<file path="src/rtl/uart_pkg.sv">
// Types and constants shared by the UART receive path.
package uart_pkg;

  localparam int UART_DATA_BITS = 8;

  typedef logic [UART_DATA_BITS-1:0] uart_byte_t;

  typedef enum logic [1:0] {
    IDLE  = 2'd0,
    START = 2'd1,
    DATA  = 2'd2,
    STOP  = 2'd3
  } rx_state_t;

endpackage

</file>
<file path="src/rtl/sync_fifo.sv">
// Single-clock circular FIFO whose head word is registered and valid whenever it is non-empty.
module sync_fifo #(
  parameter int WIDTH      = 8,
  parameter int DEPTH_LOG2 = 4
) (
  input  logic                  clk,
  input  logic                  resetn,
  input  logic                  push,
  input  logic [WIDTH-1:0]      wdata,
  input  logic                  pop,
  output logic [WIDTH-1:0]      rdata,
  output logic                  full,
  output logic                  empty,
  output logic [DEPTH_LOG2:0]   count,
  output logic [DEPTH_LOG2:0]   count_next
);

  localparam int DEPTH = 1 << DEPTH_LOG2;
  localparam logic [DEPTH_LOG2:0] FULL_COUNT = {1'b1, {DEPTH_LOG2{1'b0}}};

  logic [WIDTH-1:0]      mem_r [DEPTH];
  logic [DEPTH_LOG2-1:0] wr_ptr_r;
  logic [DEPTH_LOG2-1:0] rd_ptr_r;
  logic [DEPTH_LOG2-1:0] rd_ptr_next_s;
  logic [DEPTH_LOG2:0]   count_r;
  logic [WIDTH-1:0]      rdata_r;
  logic                  push_ok_s;
  logic                  pop_ok_s;

  assign full  = (count_r == FULL_COUNT);
  assign empty = (count_r == {(DEPTH_LOG2+1){1'b0}});

  // A pop frees the head slot first, so a push into a full FIFO is legal in the same cycle.
  assign pop_ok_s      = pop && !empty;
  assign push_ok_s     = push && (!full || pop_ok_s);
  assign rd_ptr_next_s = pop_ok_s ? (rd_ptr_r + 1'b1) : rd_ptr_r;

  // Next occupancy from the accepted push/pop pair.
  always_comb begin
    count_next = count_r;
    if (push_ok_s && !pop_ok_s) begin
      count_next = count_r + 1'b1;
    end else if (pop_ok_s && !push_ok_s) begin
      count_next = count_r - 1'b1;
    end else begin
      count_next = count_r;
    end
  end

  // Storage array write port.
  always_ff @(posedge clk) begin
    if (push_ok_s) begin
      mem_r[wr_ptr_r] <= wdata;
    end
  end

  // Pointers, occupancy and registered head (bypassing a write that lands on the new head).
  always_ff @(posedge clk or negedge resetn) begin
    if (!resetn) begin
      wr_ptr_r <= {DEPTH_LOG2{1'b0}};
      rd_ptr_r <= {DEPTH_LOG2{1'b0}};
      count_r  <= {(DEPTH_LOG2+1){1'b0}};
      rdata_r  <= {WIDTH{1'b0}};
    end else begin
      if (push_ok_s) begin
        wr_ptr_r <= wr_ptr_r + 1'b1;
      end
      rd_ptr_r <= rd_ptr_next_s;
      count_r  <= count_next;
      rdata_r  <= (push_ok_s && (wr_ptr_r == rd_ptr_next_s)) ? wdata : mem_r[rd_ptr_next_s];
    end
  end

  assign rdata = rdata_r;
  assign count = count_r;

endmodule

</file>
<file path="src/rtl/uart_rx_fifo.sv">
// 8N1 UART receiver with oversampling deframer, receive FIFO and RTS flow control.
module uart_rx_fifo
  import uart_pkg::*;
#(
  parameter int CLKS_PER_BIT = 104,
  parameter int DEPTH_LOG2   = 4,
  parameter int RTS_MARGIN   = 4
) (
  input  logic                  clk,
  input  logic                  resetn,
  input  logic                  uart_rx,
  output logic                  uart_rts,
  output logic [7:0]            rx_data,
  output logic                  rx_valid,
  input  logic                  rx_ready,
  output logic [DEPTH_LOG2:0]   rx_count,
  output logic                  frame_err,
  output logic                  overrun
);

  localparam int CW     = $clog2(CLKS_PER_BIT);
  localparam int MID_I  = CLKS_PER_BIT / 2 - 1;
  localparam int LAST_I = CLKS_PER_BIT - 1;
  localparam int THR_I  = (1 << DEPTH_LOG2) - RTS_MARGIN;
  localparam int LIDX_I = UART_DATA_BITS - 1;

  localparam logic [CW-1:0]       MID_CNT  = MID_I[CW-1:0];
  localparam logic [CW-1:0]       LAST_CNT = LAST_I[CW-1:0];
  localparam logic [DEPTH_LOG2:0] RTS_THR  = THR_I[DEPTH_LOG2:0];
  localparam logic [2:0]          LAST_IDX = LIDX_I[2:0];

  logic [1:0]          sync_r;
  logic                rx_s;
  rx_state_t           state_r;
  logic [CW-1:0]       cnt_r;
  logic [2:0]          idx_r;
  uart_byte_t          shift_r;
  logic                frame_err_r;
  logic                overrun_r;
  logic                rts_r;
  logic                stop_tick_s;
  logic                pop_s;
  logic                push_s;
  logic                fifo_full_s;
  logic                fifo_empty_s;
  logic [DEPTH_LOG2:0] count_s;
  logic [DEPTH_LOG2:0] count_next_s;
  uart_byte_t          head_s;

  // Two-flop synchronizer, preset to the idle line level.
  always_ff @(posedge clk or negedge resetn) begin
    if (!resetn) begin
      sync_r <= 2'b11;
    end else begin
      sync_r <= {sync_r[0], uart_rx};
    end
  end

  assign rx_s = sync_r[1];

  assign stop_tick_s = (state_r == STOP) && (cnt_r == LAST_CNT);
  assign pop_s       = rx_ready && !fifo_empty_s;
  assign push_s      = stop_tick_s && rx_s && (!fifo_full_s || pop_s);

  // Deframer: start-bit qualification at mid-bit, then one sample per bit period.
  always_ff @(posedge clk or negedge resetn) begin
    if (!resetn) begin
      state_r     <= IDLE;
      cnt_r       <= {CW{1'b0}};
      idx_r       <= 3'd0;
      shift_r     <= 8'h00;
      frame_err_r <= 1'b0;
      overrun_r   <= 1'b0;
    end else begin
      frame_err_r <= 1'b0;
      overrun_r   <= 1'b0;
      case (state_r)
        IDLE: begin
          cnt_r <= {CW{1'b0}};
          if (!rx_s) begin
            state_r <= START;
          end
        end
        START: begin
          if (cnt_r == MID_CNT) begin
            cnt_r   <= {CW{1'b0}};
            idx_r   <= 3'd0;
            state_r <= rx_s ? IDLE : DATA;
          end else begin
            cnt_r <= cnt_r + 1'b1;
          end
        end
        DATA: begin
          if (cnt_r == LAST_CNT) begin
            cnt_r   <= {CW{1'b0}};
            shift_r <= {rx_s, shift_r[UART_DATA_BITS-1:1]};
            idx_r   <= idx_r + 3'd1;
            if (idx_r == LAST_IDX) begin
              state_r <= STOP;
            end
          end else begin
            cnt_r <= cnt_r + 1'b1;
          end
        end
        STOP: begin
          if (stop_tick_s) begin
            cnt_r       <= {CW{1'b0}};
            state_r     <= IDLE;
            frame_err_r <= !rx_s;
            overrun_r   <= rx_s && !push_s;
          end else begin
            cnt_r <= cnt_r + 1'b1;
          end
        end
        default: begin
          state_r <= IDLE;
          cnt_r   <= {CW{1'b0}};
        end
      endcase
    end
  end

  // RTS follows next-cycle occupancy so it tracks the FIFO without lag.
  always_ff @(posedge clk or negedge resetn) begin
    if (!resetn) begin
      rts_r <= 1'b1;
    end else begin
      rts_r <= (count_next_s > RTS_THR);
    end
  end

  sync_fifo #(
    .WIDTH      (UART_DATA_BITS),
    .DEPTH_LOG2 (DEPTH_LOG2)
  ) u_fifo (
    .clk        (clk),
    .resetn     (resetn),
    .push       (push_s),
    .wdata      (shift_r),
    .pop        (pop_s),
    .rdata      (head_s),
    .full       (fifo_full_s),
    .empty      (fifo_empty_s),
    .count      (count_s),
    .count_next (count_next_s)
  );

  assign uart_rts  = rts_r;
  assign rx_data   = head_s;
  assign rx_valid  = !fifo_empty_s;
  assign rx_count  = count_s;
  assign frame_err = frame_err_r;
  assign overrun   = overrun_r;

endmodule

</file>
<file path="config.mk">
export PLATFORM = sky130hd
export DESIGN_NAME = uart_rx_fifo
export DESIGN_NICKNAME = d
export VERILOG_FILES = /design/src/rtl/uart_pkg.sv /design/src/rtl/sync_fifo.sv /design/src/rtl/uart_rx_fifo.sv
export SDC_FILE = /design/constraint.sdc
export NUM_CORES = 1
export LEC_CHECK = 0
export CAP_MARGIN = 25
export CORE_UTILIZATION = 40
export DETAILED_ROUTE_END_ITERATION = 8
export SYNTH_ARGS = -nofsm -noshare
export SYNTH_HDL_FRONTEND = slang
export SYNTH_HIERARCHICAL = 1
export SYNTH_SLANG_ARGS = --single-unit
</file>
<file path="constraint.sdc">
create_clock -name clk -period 4.1 [get_ports clk]
set_clock_uncertainty 0.15 [all_clocks]
set_input_delay 0.615 -clock clk [delete_from_list [all_inputs] [get_ports clk]]
set_output_delay 0.615 -clock clk [all_outputs]
set_load 0.03 [all_outputs]
</file>
# Word-level counts from Yosys, hierarchy flattened
# Memory sizes are Yosys's and may differ from the RTL's. A register that Yosys moved wholly into a read port is not among the register bits.
# Cells that the tools add are included.
# word_totals
mem_bits_rw	128
reg_bits	38
out_inout_bits	17
memories	1
wordCells	78
inputBits	4
# op_classes
add_sub_neg	6
order_cmp	1
n_mux	23
reduce_logical	24
n_eq_ne	12
# memory_table
name	words	width	rd	rd_ports_with_merged_regs	write_ports	line	text
u_fifo.mem_r	16	8	1	1	1	sync_fifo.sv:21	logic [WIDTH-1:0] mem_r [DEPTH];
# ops
operator	count
one-hot mux 7 bit (4 select lines)	1
2-to-1 mux 7 bit	3
2-to-1 mux 2 bit	6
2-to-1 mux 5 bit	2
!= test 2 bit, second input constant	5
logical AND 1 bit	9
adder 4 x 1 -> 4 bit, second input constant	2
one-hot mux 2 bit (4 select lines)	1
adder 7 x 1 -> 7 bit, second input constant	1
equality test 7 x 6 -> 1 bit, second input constant	1
equality test 7 bit, second input constant	1
zero test 1 bit	7
2-to-1 mux 1 bit	6
2-to-1 mux 3 bit	2
one-hot mux 3 bit (2 select lines)	1
adder 5 x 1 -> 5 bit, second input constant	1
equality test 5 bit, second input constant	1
> comparator 5 x 4 -> 1 bit, second input constant	1
zero test 5 bit	1
AND reduction 5 bit	1
subtractor 5 x 1 -> 5 bit, second input constant	1
equality test 2 bit, second input constant	2
2-to-1 mux 4 bit	1
adder 3 x 1 -> 3 bit, second input constant	1
other kinds (7)	8

# Depth between registers and ports, before layout
# Gate-level depths: netlist (run 1).
# depth
depth_word	11
ltp_mapped	17

# Cells and area by module
# Netlist (run 1), hierarchy kept.
# by_module_without_submodules
module	cells_per_inst	n_inst	seq_area_each_um2	area_per_inst_um2
sync_fifo	542	1	4369.2	7529.7
uart_rx_fifo	99	1	629.4	1159.9

# Worst setup path after synthesis (run 1)
# No wires, ideal clock.
# synth_timing
kind	register to register
startpoint	register u_fifo.count_r[0], in the netlist u_fifo/count[0]
endpoint	memory u_fifo.mem_r[6][0], enable pin
setup_time_ns	0.385
path_stages_with_launch	13
required_time_ns	3.565
t_arrival_ns	3.409
path_buffers	3
slack_ns	0.156
cell_sequence	dfrtp_1 -> inv_1 -> ha_1 -> or4b_4 -> buf_2 -> clkbuf_1 -> inv_1 -> nand2b_1 -> a211oi_1 -> o31a_1 -> clkbuf_1 -> nand2_1 -> nor3b_1
# synth_between
elab_chain_cells	8
elab_cells_between_ends	12
classes_between	eq/ne (1); mux (2); reduce/logical (9)
# synth_lines
item	line	text
start: declaration	sync_fifo.sv:25	logic [DEPTH_LOG2:0] count_r;
start signal: assignment	sync_fifo.sv:62	count_r <= {(DEPTH_LOG2+1){1'b0}};
start signal: assignment	sync_fifo.sv:69	count_r <= count_next;
zero test 5 bit	sync_fifo.sv:31	assign empty = (count_r == {(DEPTH_LOG2+1){1'b0}});
named net fifo_empty_s	uart_rx_fifo.sv:45	logic fifo_empty_s;
zero test 1 bit	uart_rx_fifo.sv:62	assign pop_s = rx_ready && !fifo_empty_s;
logical AND 1 bit	uart_rx_fifo.sv:62	
logical OR 1 bit	uart_rx_fifo.sv:63	assign push_s = stop_tick_s && rx_s && (!fifo_full_s || pop_s);
logical AND 1 bit	uart_rx_fifo.sv:63	
named net push_s	uart_rx_fifo.sv:43	logic push_s;
logical AND 1 bit	sync_fifo.sv:35	assign push_ok_s = push && (!full || pop_ok_s);
2-to-1 mux 1 bit	sync_fifo.sv:52	if (push_ok_s) begin
2-to-1 mux 1 bit (not written as such)	sync_fifo.sv:53	mem_r[wr_ptr_r] <= wdata;
end: declaration	sync_fifo.sv:21	
# The timed path passes the listed nets, and every way through them passes these cells.

# Worst setup path in the final report (run 1)
# layout_timing
startpoint	register u_fifo.count_r[0], in the netlist u_fifo/count[0]
endpoint	register u_fifo.rdata_r[6], in the netlist u_fifo/rdata[6], read port of u_fifo.mem_r
# layout_between
elab_chain_cells	5
# layout_lines
item	line	text
zero test 5 bit	sync_fifo.sv:31	
named net fifo_empty_s	uart_rx_fifo.sv:45	
zero test 1 bit	uart_rx_fifo.sv:62	
logical AND 1 bit	uart_rx_fifo.sv:62	
named net pop_s	uart_rx_fifo.sv:42	logic pop_s;
logical AND 1 bit	sync_fifo.sv:34	assign pop_ok_s = pop && !empty;
2-to-1 mux 4 bit	sync_fifo.sv:36	assign rd_ptr_next_s = pop_ok_s ? (rd_ptr_r + 1'b1) : rd_ptr_r;
end: declaration	sync_fifo.sv:26	logic [WIDTH-1:0] rdata_r;
# The timed path passes the listed nets, and every way through them passes these cells.
# A chain may end at the register's enable or synchronous reset.

==> reports/metrics.yaml, run 1 <==
worst_skew_pair.late_latency_ns: 0.44
ys.warnings.count: 6
totalWireLength_um: 20800
period_share_pct: 88.9
synth_cells: 641
synth_area_um2: 8690
slew_violations: 0
diodes: 0
utilization_pct: 46.1
hpwl_um: 13800
dr.pass1.iters: 5
cts_setup_buffers: 0
hold_viol: 0
port_buffers: 20
rsz0062_at_grt: "no"
area_growth_pct: 12.3
synth_edf_count: 128
syn_nets: 655
cts_buffers: 17
antenna_found_initial: 0
max_cap_violations: 0
drt-initial-drc-count: 501
num-nets-final: 665
drive_above_1_share_pct: 17.5
cts_tree: "done"
relSlewSlack_pct: 31.8
end_kind: "flip-flop"
final_cell_mix: "edfxtp_1 (128), a21oi_1 (49), mux2i_1 (47), nand2_1 (46), dfrtp_1 (41)"
die_w_um: 149
finalSetupTns_ns: 0
ys_seq_area_share_pct: 57.5
die_area_um2: 22300
arrival_ns: 3.81
nFillCells: 1828
viasPerCell: 5.91
synth.distinct_cells: 59
wl_per_cell_um: 22.2
cp.required_ns: 4.26
synthArstFlopShare_pct: 26.4
place.gp.congestion: 0.868
p_per_area_nw_per_um2: 587
clkSlewWorstSetupHoldPaths_ns: 0.07
cts_buffer_depth: 2
grtUsageTotal_pct: 19.9
peakVddDrop_v: 0.000414
avgSynthCellArea_um2: 13.6
crit_type: "reg -> reg"
grt_pass1_wl_um: 32500
leakage_nw: 3.79
fmax_mhz: 274
clock_sinks: 174
worst_pin_slew_ns: 1.02
status: "finished clean"
die_h_um: 149
grt_pass1_vias: 5429
synth_top_flop_cell: "edfxtp_1"
rows: 53
min_period_ns: 3.65
postRouteAntennaNets: 0
r2r_slack_ns: 0.45
initial_core_util_pct: 41.1
drc: 0
grt_start_max_net_pins: 78
htree_levels: 4
ys_ff_latch: 174
final_common_cell: "edfxtp_1"
cts_root_buf: "clkbuf_16"
start_kind: "flip-flop"
vias: 5543
core_region_area_um2: 21200
io_pins: 21
setup_violations: 0
cts_hold_buf: 1
hp-class: "reg -> reg"
path_max_fanout: 19
cts_resized: 0
overflow: 0
state kept, by name, summed over array words and instances (netlist names), named ones only:
name             flops
cnt_r                7
frame_err            1
u_fifo/mem_r       128
u_fifo/rd_ptr_r      4
u_fifo/wr_ptr_r      4
sync_r               2
u_fifo/count         5
state_r              1
shift_r              8
idx_r                3
u_fifo/rdata         8
overrun              1
uart_rts             1
report_power, final:
| group | internal (W) | total, W | switching (W) | leakage, nW |
|---|---|---|---|---|
| logic | 0.000831 | 0.00207 | 0.00124 | 1.45 |
| registers | 0.00197 | 0.00207 | 0.0000976 | 2.07 |
| clock network | 0.000857 | 0.00159 | 0.000737 | 0.279 |
worst paths after layout:
| check | from | to | cells past startpoint |
|---|---|---|---|
| min in group asynchronous | resetn | u_fifo/rdata[4] | 2 |
| setup reg to reg | u_fifo/count[0] | u_fifo/rdata[6] | 10 |
| hold / removal | sync_r[0] | sync_r[1] | 0 |
| hold reg to reg | sync_r[0] | sync_r[1] | 0 |
| max in group asynchronous | resetn | sync_r[1] | 3 |
| setup / recovery | u_fifo/count[0] | u_fifo/rdata[6] | 10 |
routing by layer:
layer	part of all wire [%]	GRT usage, %	vias to the layer above
met5	0	0	-
met4	1.6	6.22	0
met3	4.3	3.85	26
met2	50	32.5	156
met1	44	26.7	2846
li1	-	-	2515
stage by stage:
step	cell area, um^2	instances	total power [W]	hold WS, ns	setup slack (ns)
floorplan	8690	641	0.00357	0.169	0.156
global placement	9160	905	0.00413	0.198	0.576
detailed placement	9180	906	0.00417	0.200	0.496
CTS	9760	938	0.00576	0.211	0.466
global route	9760	938	0.00597	0.215	0.185
finish	9760	938	0.00573	0.208	0.454
area by class of cell:
type,instances,area [um^2],share of cell area [%]
Sequential cell,174,5000,51.2
Multi-Input combinational cell,405,3410,35.0
Clock buffer,17,425,4.36
Timing Repair Buffer,38,370,3.79
Tap cell,275,344,3.53
Clock inverter,14,149,1.53
Inverter,15,56.3,0.577
Yosys cell counts, types with 12 or more instances:
| cell type | number | area (um^2) |
|---|---|---|
| nor3b_1 | 19 | 143 |
| and3_1 | 12 | 75.1 |
| clkbuf_1 | 20 | 75.1 |
| mux2i_1 | 47 | 470 |
| mux4_2 | 30 | 676 |
| a21oi_1 | 49 | 245 |
| nand2_1 | 46 | 173 |
| dfrtp_1 | 43 | 1080 |
| edfxtp_1 | 128 | 3840 |
| mux2_2 | 21 | 236 |
| nor2_1 | 16 | 60.1 |
| a211oi_1 | 26 | 195 |
| buf_2 | 19 | 95.1 |
| inv_1 | 15 | 56.3 |
critical path, stage by stage, from the launching register on:
cell	delay, ns
dfrtp_1	0.43
inv_1	0.11
ha_1	0.19
or4b_4	0.47
inv_1	0.09
nand2b_1	0.15
inv_1	0.23
buf_4	0.25
o31a_1	0.51
and4_1	0.46
o41ai_1	0.48
cells by family (layout without fill, tap and decap cells):
family / count (synthesis) / count (layout) / synth area share [%]
mux: 99 / 99 / 16.1
compound gates: 129 / 129 / 9.94
flops: 174 / 174 / 57.5
buf+inv: 62 / 84 / 3.21
xor+xnor: 18 / 18 / 2.13
fa+ha+maj: 10 / 10 / 1.44
simple gates: 149 / 149 / 9.69
No activity file was read; power rests on OpenSTA's default activity.
==> run 2: changes to the inputs <==
Settings changed: CTS_CLUSTER_SIZE set to 16.
==> results of run 2 <==
The final DEF is identical to that of run 1; final timing and power are the same.
